--- config.mk ---
export PLATFORM = sky130hd
export DESIGN_NAME = ibex_l2_rf_scheduler_flat
export DESIGN_NICKNAME = d
export VERILOG_FILES = /design/src/rtl/ibex_l2_rf_scheduler_if.sv /design/src/rtl/ibex_l2_rf_scheduler.sv /design/src/flat_wrapper.sv
export SDC_FILE = /design/constraint.sdc
export NUM_CORES = 1
export LEC_CHECK = 0
export BUFFER_PORTS_ARGS = -buffer_cell sky130_fd_sc_hd__buf_4
export CORE_ASPECT_RATIO = 0.9
export CORE_UTILIZATION = 34
export CTS_BUF_LIST = sky130_fd_sc_hd__clkbuf_4 sky130_fd_sc_hd__clkbuf_8
export DETAILED_ROUTE_END_ITERATION = 8
export GPL_ROUTABILITY_DRIVEN = 0
export GPL_TIMING_DRIVEN = 0
export PLACE_DENSITY = 0.53
export SLEW_MARGIN = 20
export SYNTH_ARGS = -nofsm -noshare
export SYNTH_HDL_FRONTEND = slang
export SYNTH_SLANG_ARGS = --single-unit
--- constraint.sdc ---
create_clock -name clk_i -period 10.9 [get_ports clk_i]
set_clock_uncertainty 0.05 [all_clocks]
set_input_delay 2.18 -clock clk_i [delete_from_list [all_inputs] [get_ports clk_i]]
set_output_delay 2.18 -clock clk_i [all_outputs]
set_load 0.02 [all_outputs]
--- src/rtl/ibex_l2_rf_scheduler_if.sv ---
// ============================================================================
// Module      : ibex_l2_rf_scheduler_if
// Description : Request/response, write-back and SRAM port bundle for the
//               level-2 register-file scheduler.
// Revision    : 1.0 - initial release
// ============================================================================
`default_nettype none

interface ibex_l2_rf_scheduler_if #(
   parameter int DataWidth = 32,
   parameter int AddrWidth = 5
);
   logic                 req_valid_i;
   logic                 req_ren_a_i;
   logic                 req_ren_b_i;
   logic [AddrWidth-1:0] req_raddr_a_i;
   logic [AddrWidth-1:0] req_raddr_b_i;
   logic                 req_ready_o;
   logic                 rsp_valid_o;
   logic [DataWidth-1:0] rsp_rdata_a_o;
   logic [DataWidth-1:0] rsp_rdata_b_o;
   logic                 wr_valid_i;
   logic [AddrWidth-1:0] wr_addr_i;
   logic [DataWidth-1:0] wr_data_i;
   logic                 wr_ready_o;
   logic [AddrWidth-1:0] sram_addr_o;
   logic                 sram_we_o;
   logic [DataWidth-1:0] sram_wdata_o;
   logic [DataWidth-1:0] sram_rdata_i;
   logic                 stall_o;

   modport slave (
      input  req_valid_i, req_ren_a_i, req_ren_b_i, req_raddr_a_i, req_raddr_b_i,
      output req_ready_o, rsp_valid_o, rsp_rdata_a_o, rsp_rdata_b_o,
      input  wr_valid_i, wr_addr_i, wr_data_i,
      output wr_ready_o,
      output sram_addr_o, sram_we_o, sram_wdata_o,
      input  sram_rdata_i,
      output stall_o
   );

   modport master (
      output req_valid_i, req_ren_a_i, req_ren_b_i, req_raddr_a_i, req_raddr_b_i,
      input  req_ready_o, rsp_valid_o, rsp_rdata_a_o, rsp_rdata_b_o,
      output wr_valid_i, wr_addr_i, wr_data_i,
      input  wr_ready_o,
      input  sram_addr_o, sram_we_o, sram_wdata_o,
      output sram_rdata_i,
      input  stall_o
   );
endinterface

`default_nettype wire

--- src/rtl/ibex_l2_rf_scheduler.sv ---
// ============================================================================
// Module      : ibex_l2_rf_scheduler
// Description : Single-port L2 register-file SRAM scheduler: serialises operand
//               read misses and buffered write-backs, forwards pending writes.
// Revision    : 1.0 - initial release
// ============================================================================
`default_nettype none

module ibex_l2_rf_scheduler #(
   parameter int DataWidth = 32,
   parameter int AddrWidth = 5,
   parameter int WbDepth   = 2
) (
   input  wire logic              clk_i,
   input  wire logic              rst_i,
   ibex_l2_rf_scheduler_if.slave  bus
);

   localparam int c_ptr_w = $clog2(WbDepth);
   localparam int c_cnt_w = c_ptr_w + 1;

   typedef enum logic [2:0] {
      ST_IDLE = 3'd0,
      ST_RD_A = 3'd1,
      ST_RD_B = 3'd2,
      ST_LAST = 3'd3,
      ST_RESP = 3'd4
   } state_e;

   state_e               r_state;
   logic                 r_en_b;
   logic [AddrWidth-1:0] r_addr_a;
   logic [AddrWidth-1:0] r_addr_b;
   logic [DataWidth-1:0] r_rdata_a;
   logic [DataWidth-1:0] r_rdata_b;
   logic                 r_rsp_valid;
   logic                 r_pend;
   logic                 r_pend_sel;

   logic [AddrWidth-1:0] r_wb_addr [WbDepth];
   logic [DataWidth-1:0] r_wb_data [WbDepth];
   logic [c_ptr_w-1:0]   r_wb_rd;
   logic [c_ptr_w-1:0]   r_wb_wr;
   logic [c_cnt_w-1:0]   r_wb_cnt;

   logic                 w_full;
   logic                 w_empty;
   logic                 w_accept_wr;
   logic                 w_push;
   logic                 w_rd_slot;
   logic                 w_rd_issue;
   logic                 w_drain;
   logic [AddrWidth-1:0] w_rd_addr;
   logic                 w_fwd_hit;
   logic [DataWidth-1:0] w_fwd_data;
   logic [c_ptr_w-1:0]   w_idx;

   assign w_full      = (r_wb_cnt == c_cnt_w'(WbDepth));
   assign w_empty     = (r_wb_cnt == '0);
   assign w_accept_wr = bus.wr_valid_i && !w_full;
   assign w_push      = w_accept_wr && (bus.wr_addr_i != '0);
   assign w_rd_addr   = (r_state == ST_RD_B) ? r_addr_b : r_addr_a;
   // A full buffer steals the read slot so the drain can make room.
   assign w_rd_slot   = ((r_state == ST_RD_A) || (r_state == ST_RD_B)) && !w_full;
   assign w_rd_issue  = w_rd_slot && !w_fwd_hit;
   assign w_drain     = !w_empty && !w_rd_issue;

   // Oldest-to-youngest scan so the youngest match wins; an incoming write beats all.
   always_comb begin
      w_fwd_hit  = 1'b0;
      w_fwd_data = '0;
      w_idx      = '0;
      for (int i = 0; i < WbDepth; i++) begin
         w_idx = r_wb_rd + c_ptr_w'(i);
         if ((c_cnt_w'(i) < r_wb_cnt) && (r_wb_addr[w_idx] == w_rd_addr)) begin
            w_fwd_hit  = 1'b1;
            w_fwd_data = r_wb_data[w_idx];
         end
      end
      if (w_accept_wr && (bus.wr_addr_i == w_rd_addr)) begin
         w_fwd_hit  = 1'b1;
         w_fwd_data = bus.wr_data_i;
      end
   end

   always_comb begin
      bus.sram_addr_o  = '0;
      bus.sram_we_o    = 1'b0;
      bus.sram_wdata_o = '0;
      if (w_rd_issue) begin
         bus.sram_addr_o = w_rd_addr;
      end else if (w_drain) begin
         bus.sram_addr_o  = r_wb_addr[r_wb_rd];
         bus.sram_we_o    = 1'b1;
         bus.sram_wdata_o = r_wb_data[r_wb_rd];
      end
   end

   always_ff @(posedge clk_i) begin
      if (rst_i) begin
         r_state     <= ST_IDLE;
         r_en_b      <= 1'b0;
         r_addr_a    <= '0;
         r_addr_b    <= '0;
         r_rdata_a   <= '0;
         r_rdata_b   <= '0;
         r_rsp_valid <= 1'b0;
         r_pend      <= 1'b0;
         r_pend_sel  <= 1'b0;
         r_wb_rd     <= '0;
         r_wb_wr     <= '0;
         r_wb_cnt    <= '0;
      end else begin
         r_rsp_valid <= 1'b0;
         r_pend      <= 1'b0;
         // SRAM data of last cycle's miss lands here regardless of the current state.
         if (r_pend) begin
            if (r_pend_sel) r_rdata_b <= bus.sram_rdata_i;
            else            r_rdata_a <= bus.sram_rdata_i;
         end

         case (r_state)
            ST_IDLE: begin
               if (bus.req_valid_i) begin
                  r_en_b   <= bus.req_ren_b_i && (bus.req_raddr_b_i != '0);
                  r_addr_a <= bus.req_raddr_a_i;
                  r_addr_b <= bus.req_raddr_b_i;
                  if (bus.req_raddr_a_i == '0) r_rdata_a <= '0;
                  if (bus.req_raddr_b_i == '0) r_rdata_b <= '0;
                  if (bus.req_ren_a_i && (bus.req_raddr_a_i != '0))      r_state <= ST_RD_A;
                  else if (bus.req_ren_b_i && (bus.req_raddr_b_i != '0)) r_state <= ST_RD_B;
                  else                                                   r_state <= ST_LAST;
               end
            end
            ST_RD_A: begin
               if (w_rd_slot) begin
                  if (w_fwd_hit) begin
                     r_rdata_a <= w_fwd_data;
                  end else begin
                     r_pend     <= 1'b1;
                     r_pend_sel <= 1'b0;
                  end
                  r_state <= r_en_b ? ST_RD_B : ST_LAST;
               end
            end
            ST_RD_B: begin
               if (w_rd_slot) begin
                  if (w_fwd_hit) begin
                     r_rdata_b <= w_fwd_data;
                  end else begin
                     r_pend     <= 1'b1;
                     r_pend_sel <= 1'b1;
                  end
                  r_state <= ST_LAST;
               end
            end
            ST_LAST: begin
               r_state     <= ST_RESP;
               r_rsp_valid <= 1'b1;
            end
            ST_RESP: r_state <= ST_IDLE;
            default: r_state <= ST_IDLE;
         endcase

         if (w_push) begin
            r_wb_addr[r_wb_wr] <= bus.wr_addr_i;
            r_wb_data[r_wb_wr] <= bus.wr_data_i;
            r_wb_wr            <= r_wb_wr + 1'b1;
         end
         if (w_drain) begin
            r_wb_rd <= r_wb_rd + 1'b1;
         end
         r_wb_cnt <= r_wb_cnt + c_cnt_w'(w_push) - c_cnt_w'(w_drain);
      end
   end

   assign bus.req_ready_o   = (r_state == ST_IDLE);
   assign bus.rsp_valid_o   = r_rsp_valid;
   assign bus.rsp_rdata_a_o = r_rdata_a;
   assign bus.rsp_rdata_b_o = r_rdata_b;
   assign bus.wr_ready_o    = !w_full;
   assign bus.stall_o       = ((r_state == ST_IDLE) && bus.req_valid_i) ||
                              (r_state == ST_RD_A) || (r_state == ST_RD_B) ||
                              (r_state == ST_LAST);

endmodule

`default_nettype wire

--- src/flat_wrapper.sv ---
// flat-port wrapper written by rule: the top's interface ports become plain ports
module ibex_l2_rf_scheduler_flat 
#(
   parameter int DataWidth = 32,
   parameter int AddrWidth = 5,
   parameter int WbDepth   = 2
)
  (clk_i, rst_i, bus_req_valid_i, bus_req_ren_a_i, bus_req_ren_b_i, bus_req_raddr_a_i, bus_req_raddr_b_i, bus_req_ready_o, bus_rsp_valid_o, bus_rsp_rdata_a_o, bus_rsp_rdata_b_o, bus_wr_valid_i, bus_wr_addr_i, bus_wr_data_i, bus_wr_ready_o, bus_sram_addr_o, bus_sram_we_o, bus_sram_wdata_o, bus_sram_rdata_i, bus_stall_o);
  ibex_l2_rf_scheduler_if #(.DataWidth(DataWidth), .AddrWidth(AddrWidth)) bus_i ();
  input  wire logic clk_i;
  input  wire logic rst_i;
  input wire logic [$bits(bus_i.req_valid_i)-1:0] bus_req_valid_i;
  input wire logic [$bits(bus_i.req_ren_a_i)-1:0] bus_req_ren_a_i;
  input wire logic [$bits(bus_i.req_ren_b_i)-1:0] bus_req_ren_b_i;
  input wire logic [$bits(bus_i.req_raddr_a_i)-1:0] bus_req_raddr_a_i;
  input wire logic [$bits(bus_i.req_raddr_b_i)-1:0] bus_req_raddr_b_i;
  output wire logic [$bits(bus_i.req_ready_o)-1:0] bus_req_ready_o;
  output wire logic [$bits(bus_i.rsp_valid_o)-1:0] bus_rsp_valid_o;
  output wire logic [$bits(bus_i.rsp_rdata_a_o)-1:0] bus_rsp_rdata_a_o;
  output wire logic [$bits(bus_i.rsp_rdata_b_o)-1:0] bus_rsp_rdata_b_o;
  input wire logic [$bits(bus_i.wr_valid_i)-1:0] bus_wr_valid_i;
  input wire logic [$bits(bus_i.wr_addr_i)-1:0] bus_wr_addr_i;
  input wire logic [$bits(bus_i.wr_data_i)-1:0] bus_wr_data_i;
  output wire logic [$bits(bus_i.wr_ready_o)-1:0] bus_wr_ready_o;
  output wire logic [$bits(bus_i.sram_addr_o)-1:0] bus_sram_addr_o;
  output wire logic [$bits(bus_i.sram_we_o)-1:0] bus_sram_we_o;
  output wire logic [$bits(bus_i.sram_wdata_o)-1:0] bus_sram_wdata_o;
  input wire logic [$bits(bus_i.sram_rdata_i)-1:0] bus_sram_rdata_i;
  output wire logic [$bits(bus_i.stall_o)-1:0] bus_stall_o;
  assign bus_i.req_valid_i = bus_req_valid_i;
  assign bus_i.req_ren_a_i = bus_req_ren_a_i;
  assign bus_i.req_ren_b_i = bus_req_ren_b_i;
  assign bus_i.req_raddr_a_i = bus_req_raddr_a_i;
  assign bus_i.req_raddr_b_i = bus_req_raddr_b_i;
  assign bus_req_ready_o = bus_i.req_ready_o;
  assign bus_rsp_valid_o = bus_i.rsp_valid_o;
  assign bus_rsp_rdata_a_o = bus_i.rsp_rdata_a_o;
  assign bus_rsp_rdata_b_o = bus_i.rsp_rdata_b_o;
  assign bus_i.wr_valid_i = bus_wr_valid_i;
  assign bus_i.wr_addr_i = bus_wr_addr_i;
  assign bus_i.wr_data_i = bus_wr_data_i;
  assign bus_wr_ready_o = bus_i.wr_ready_o;
  assign bus_sram_addr_o = bus_i.sram_addr_o;
  assign bus_sram_we_o = bus_i.sram_we_o;
  assign bus_sram_wdata_o = bus_i.sram_wdata_o;
  assign bus_i.sram_rdata_i = bus_sram_rdata_i;
  assign bus_stall_o = bus_i.stall_o;
  ibex_l2_rf_scheduler #(.DataWidth(DataWidth), .AddrWidth(AddrWidth), .WbDepth(WbDepth)) u_core (.clk_i(clk_i), .rst_i(rst_i), .bus(bus_i));
endmodule
Word-level counts from Yosys, hierarchy flattened
Memory sizes are Yosys's and may differ from the RTL's. A register that Yosys moved wholly into a read port is not among the register bits.
Cells that the tools add are included.
{ "word_totals": {"word_cells": 114, "out_inout_bits": 106, "ff_bits": 85, "n_memories": 2, "ramBits": 74} }
{ "memory_table": {"columns": ["memory", "depth", "word_bits", "rd", "rd_ports_with_merged_regs", "write_ports", "line_no", "source"], "rows": [
  ["u_core.r_wb_data", 2, 32, 2, 1, 1, "ibex_l2_rf_scheduler.sv:41", "logic [DataWidth-1:0] r_wb_data [WbDepth];"],
  ["u_core.r_wb_addr", 2, 5, 2, 1, 1, "ibex_l2_rf_scheduler.sv:40", "logic [AddrWidth-1:0] r_wb_addr [WbDepth];"]
]} }
{ "op_classes": {"reduce_logical": 32, "bitwise": 2, "magnitude_cmp": 2, "add_sub_neg": 4, "eq_ne": 12, "n_mux": 48} }
{ "op_table": {"columns": ["op", "n"], "rows": [
  ["two-way mux 32 bit", 17],
  ["case mux 32 bit (2 select lines)", 2],
  ["two-way mux 1 bit", 20],
  ["equality test 5 bit", 3],
  ["two-way mux 5 bit", 3],
  ["nonzero test 5 bit", 3],
  ["two-way mux 3 bit", 4],
  ["case mux 3 bit (4 select lines)", 1],
  ["logical AND 1 bit", 11],
  ["logical NOT 5 bit", 2],
  ["equality test 3 x 2 -> 1 bit, second input constant", 2],
  ["!= test 2 bit, second input constant", 3],
  ["AND reduction 5 bit", 1],
  ["logical NOT 1 bit", 4],
  ["logical OR 1 bit", 4],
  ["less-than comparator 1 x 2 -> 1 bit, first input constant", 2],
  ["!= test 2 x 1 -> 1 bit, second input constant", 2],
  ["equality test 3 x 1 -> 1 bit, second input constant", 1],
  ["logical NOT 3 bit", 1],
  ["AND reduction 3 bit", 1],
  ["OR reduction 3 bit", 1],
  ["adder 1 bit, second input constant", 2],
  ["adder 2 x 1 -> 2 bit", 1],
  ["equality test 2 bit, second input constant", 1],
  ["7 further kinds", 8]
]} }

Longest topological paths before layout
{ "logic_depth": {"word_depth": 13, "mapped_depth": 14, "depth_no_buf": 12} }

Worst setup path before layout
OpenSTA, ideal clock, no wires.
{ "synth_path": {"path_kind": "input-to-output", "start": "input port bus_wr_addr_i[4]", "end": "output port bus_sram_addr_o[0]", "arrival_time_ns": 4.300, "slack_ns": 4.370, "n_path_buf": 2, "path_stages": 10, "path_cell_list": "xor2_1 a2111oi_4 a221o_1 and4b_1 buf_4 a31o_2 nor3_1 buf_2 nor2_1 a21oi_1"} }
{ "synth_via": {"elab_chain_cells": 9} }
{ "synth_lines": {"columns": ["item", "line_no", "source"], "rows": [
  ["from (decl)", "flat_wrapper.sv:22", "input wire logic [$bits(bus_i.wr_addr_i)-1:0] bus_wr_addr_i;"],
  ["equality test 5 bit *", "ibex_l2_rf_scheduler.sv:80", "if (w_accept_wr && (bus.wr_addr_i == w_rd_addr)) begin"],
  ["logical AND 1 bit *", "ibex_l2_rf_scheduler.sv:80", null],
  ["two-way mux 1 bit *", "ibex_l2_rf_scheduler.sv:80", null],
  ["logical NOT 1 bit *", "ibex_l2_rf_scheduler.sv:65", "assign w_rd_issue = w_rd_slot && !w_fwd_hit;"],
  ["logical AND 1 bit *", "ibex_l2_rf_scheduler.sv:65", null],
  ["logical NOT 1 bit", "ibex_l2_rf_scheduler.sv:66", "assign w_drain = !w_empty && !w_rd_issue;"],
  ["logical AND 1 bit", "ibex_l2_rf_scheduler.sv:66", null],
  ["two-way mux 5 bit", "ibex_l2_rf_scheduler.sv:92", "end else if (w_drain) begin"],
  ["two-way mux 5 bit *", "ibex_l2_rf_scheduler.sv:90", "if (w_rd_issue) begin"],
  ["to (decl)", "flat_wrapper.sv:25", "output wire logic [$bits(bus_i.sram_addr_o)-1:0] bus_sram_addr_o;"]
]} }
Every way passes the cells marked *; elsewhere a longest branch is shown, timed or not.

Final worst setup path
{ "layout_path": {"start": "input port bus_wr_addr_i[4]", "end": "output port bus_sram_wdata_o[2]"} }
{ "layout_via": {"elab_chain_cells": 9} }
{ "layout_lines": {"columns": ["item", "line_no", "source"], "rows": [
  ["equality test 5 bit *", "ibex_l2_rf_scheduler.sv:80", null],
  ["logical AND 1 bit *", "ibex_l2_rf_scheduler.sv:80", null],
  ["two-way mux 1 bit *", "ibex_l2_rf_scheduler.sv:80", null],
  ["logical NOT 1 bit *", "ibex_l2_rf_scheduler.sv:65", null],
  ["logical AND 1 bit *", "ibex_l2_rf_scheduler.sv:65", null],
  ["logical NOT 1 bit", "ibex_l2_rf_scheduler.sv:66", null],
  ["logical AND 1 bit", "ibex_l2_rf_scheduler.sv:66", null],
  ["two-way mux 32 bit", "ibex_l2_rf_scheduler.sv:92", null],
  ["two-way mux 32 bit *", "ibex_l2_rf_scheduler.sv:90", null],
  ["to (decl)", "flat_wrapper.sv:27", "output wire logic [$bits(bus_i.sram_wdata_o)-1:0] bus_sram_wdata_o;"]
]} }
Marked as above.

==> flow_summary.toml <==
[status]
status = "finished, final reports clean"

[route]
routed_wl_um = 24200
first_pass_iters = 4
via_per_inst = 5.14
vias = 6337
final_antenna_net_count = 0
drc = 0
wire_per_inst_um = 19.6
drt-initial-drc-count = 326

[clocking]
cts_num_sinks = 160
path_clk_slew_ns = 0.09
cts_made_buffers = 17
cts-root-buf = "clkbuf_8"
postCtsHoldBufs = 0
cts_resized = 0
cts_setup_buffers = 0
cts.htree.levels = 4
cts_tree = "built"
clock_latency_ns = 0.45
cts.path.max_buffers = 2

[worst_setup_path]
worst_ep_required_time_ns = 8.67
r2r_slack_ns = 7.25
worstPathArrival_ns = 5.01
cp-start-kind = "input port"
crit_fanout = 10
reg2reg_to = "u_core.bus.rsp_rdata_b_o[31]"
r2r-start = "u_core.r_state[2]"
reg2regPathDepth = 11
worstSetupPathType = "input port to output port"
critPathCaptureType = "output port"

[grt]
grt_max_degree = 17
grt_usage_pct = 20.5
grt_pass1_wl_um = 36700
grt_overflow = 0
antenna_found_initial = 0
first_global_vias = 6288

[yosys]
syn_avg_cell_area_um2 = 11.2
synth_cell_type_count = 55
yosys_warnings = 0
ys_seq_area_share_pct = 50.0
synth-edff-count = 74
synth_nets = 790
async_flop_share_pct = 0
synth_cells = 704
synth_seq_cells = 160
synthesis.area_um2 = 7880
ys.flop_type = "dfxtp_1"

[timing]
max_slew_margin_pct = 35.6
maxSlewViolCount = 0
finalSetupViolations = 0
fmax_mhz = 138
grt_setup_unrepaired = "false"
worst_pin_slew_ns = 0.966
tns_ns = 0
fin_crit_sh_pct = 66.4
min_period_ns = 7.24
finalHoldViolCount = 0

[finish]
fill_cells = 2247
antennaDiodeCount = 0
areaGrowthSynthToFinish_pct = 28.8
fin_util_pct = 44.8
layout_common_cells = "buf_4, dfxtp_1, nor2_1, mux2i_1, edfxtp_1"
final_common_cell = "buf_4"
drive_above_1_share_pct = 35.7
finalNetCount = 1009

[worst_hold_path]
hold_path_depth = 2
hold_end = "u_core.r_addr_a[3]"
worstHoldPathType = "register to register"
hp-start = "u_core.r_addr_a[3]"

[power]
power.ir.vdd_worst_uv = 76.7
powerDensity_nw_per_um2 = 155
cellLeakagePower_nw = 4.10

[floorplan]
placementRows = 52
ioPinCount = 191
core-area_um2 = 22600
initial_utilization_pct = 34.8
die_w_um = 163
die_y_um = 146
dieArea_um2 = 23800

[placed_design]
dp_hpwl_um = 17600
io_buffers = 189

[run]
max_cap_viol_count = 0
## final cells by class
class | instances | area [um2] | share of cell area [%]
buffer | 53 | 277 | 2.72
timing repair buffer | 200 | 1520 | 15.0
multi-input combinational | 483 | 3640 | 35.9
clock inverter | 15 | 130 | 1.28
clock buffer | 17 | 234 | 2.30
inverter | 8 | 30.0 | 0.296
tap | 297 | 372 | 3.66
sequential | 160 | 3940 | 38.8
## logic make-up (layout without fill, tap and decap cells)
logic type               count (synthesis)  in the layout  synth area share [%]
AND/OR/NAND/NOR                        215            215                  12.8
flip-flops                             160            160                  50.0
AO/OA/AOI/OAI                          137            137                  16.1
multiplexers                           114            114                  15.3
buffers and inverters                   61            293                  3.89
XOR/XNOR                                16             16                  1.78
adder cells (fa/ha/maj)                  1              1                 0.159
## metal layers
| metal | up-vias | share of wire, % | track usage [%] | wire [um] |
|---|---|---|---|---|
| met2 | 157 | 49 | 34.5 | 11800 |
| li1 | 3073 | - | - | - |
| met1 | 3093 | 47 | 27.2 | 11300 |
| met4 | 0 | 0.81 | 4.48 | 197 |
| met3 | 14 | 3.9 | 3.95 | 947 |
| met5 | - | 0 | 0 | 0 |
## flip-flops by register name, summed over array words and instances (netlist names), named ones only
name	count
u_core.bus.rsp_rdata_a_o	32
u_core.bus.rsp_rdata_b_o	32
u_core.bus.rsp_valid_o	1
u_core.r_addr_a	5
u_core.r_addr_b	5
u_core.r_en_b	1
u_core.r_pend	1
u_core.r_pend_sel	1
u_core.r_state	3
u_core.r_wb_addr	10
u_core.r_wb_cnt	2
u_core.r_wb_data	64
u_core.r_wb_rd	1
u_core.r_wb_wr	1
## stage by stage
step | total power, mW | setup slack, ns | instances | hold slack [ns] | instance area, um2
after CTS | 1.59 | 3.62 | 1233 | 0.426 | 10200
after floorplan | 0.986 | 4.37 | 704 | 0.394 | 7880
final | 1.57 | 3.66 | 1233 | 0.431 | 10200
after global routing | 1.65 | 3.50 | 1233 | 0.450 | 10200
after detailed placement | 1.17 | 3.63 | 1201 | 0.412 | 9790
after global placement | 1.17 | 1.96 | 1190 | 0.409 | 9670
## power by group
group / internal [mW] / switching (mW)
combinational: 0.194 / 0.256
sequential: 0.675 / 0.0258
clock: 0.183 / 0.239
total: 1.05 / 0.521
## worst max-delay path: stages
cell and delay (ns):
buf_4 0.13, xor2_1 0.23, a2111oi_4 0.06, a221o_1 0.37
and4b_1 0.21, buf_4 0.18, a31o_2 0.24, o31ai_2 0.73
buf_2 0.40, nor2_1 0.11, buf_4 0.17
## Yosys cell counts (all sizes together), types with 2 or more instances
cell	n	area share, %
dfxtp	86	22
nor2	84	4.0
mux2i	81	10
edfxtp	74	28
nand2	67	3.3
o31ai	65	6.4
a221oi	34	6.2
or3	34	2.7
mux2	33	4.8
clkbuf	28	1.3
buf	25	2.2
a21oi	17	1.1
xor2	10	1.1
inv	7	0.33
o21ai	6	0.38
xnor2	6	0.67
nor3	5	0.32
nor2b	4	0.32
o21a	4	0.38
and3	3	0.24
or4	3	0.29
a2111oi	2	0.46
a31o	2	0.22
a31oi	2	0.35
and2	2	0.16
nand2b	2	0.16
nor3b	2	0.25
nor4	2	0.35
## how the worst max path moves through the flow
stage	start	end	slack, ns
floorplan	bus_wr_addr_i[4]	bus_sram_addr_o[0]	4.37
global placement	rst_i	u_core.r_wb_data[1][15]	1.96
detailed placement	bus_wr_addr_i[4]	bus_sram_wdata_o[29]	3.63
CTS	bus_wr_addr_i[4]	bus_sram_wdata_o[29]	3.62
global route	bus_wr_addr_i[4]	bus_sram_wdata_o[2]	3.50
finish	bus_wr_addr_i[4]	bus_sram_wdata_o[2]	3.66
Note: power is estimated with default switching activity, not from simulation.
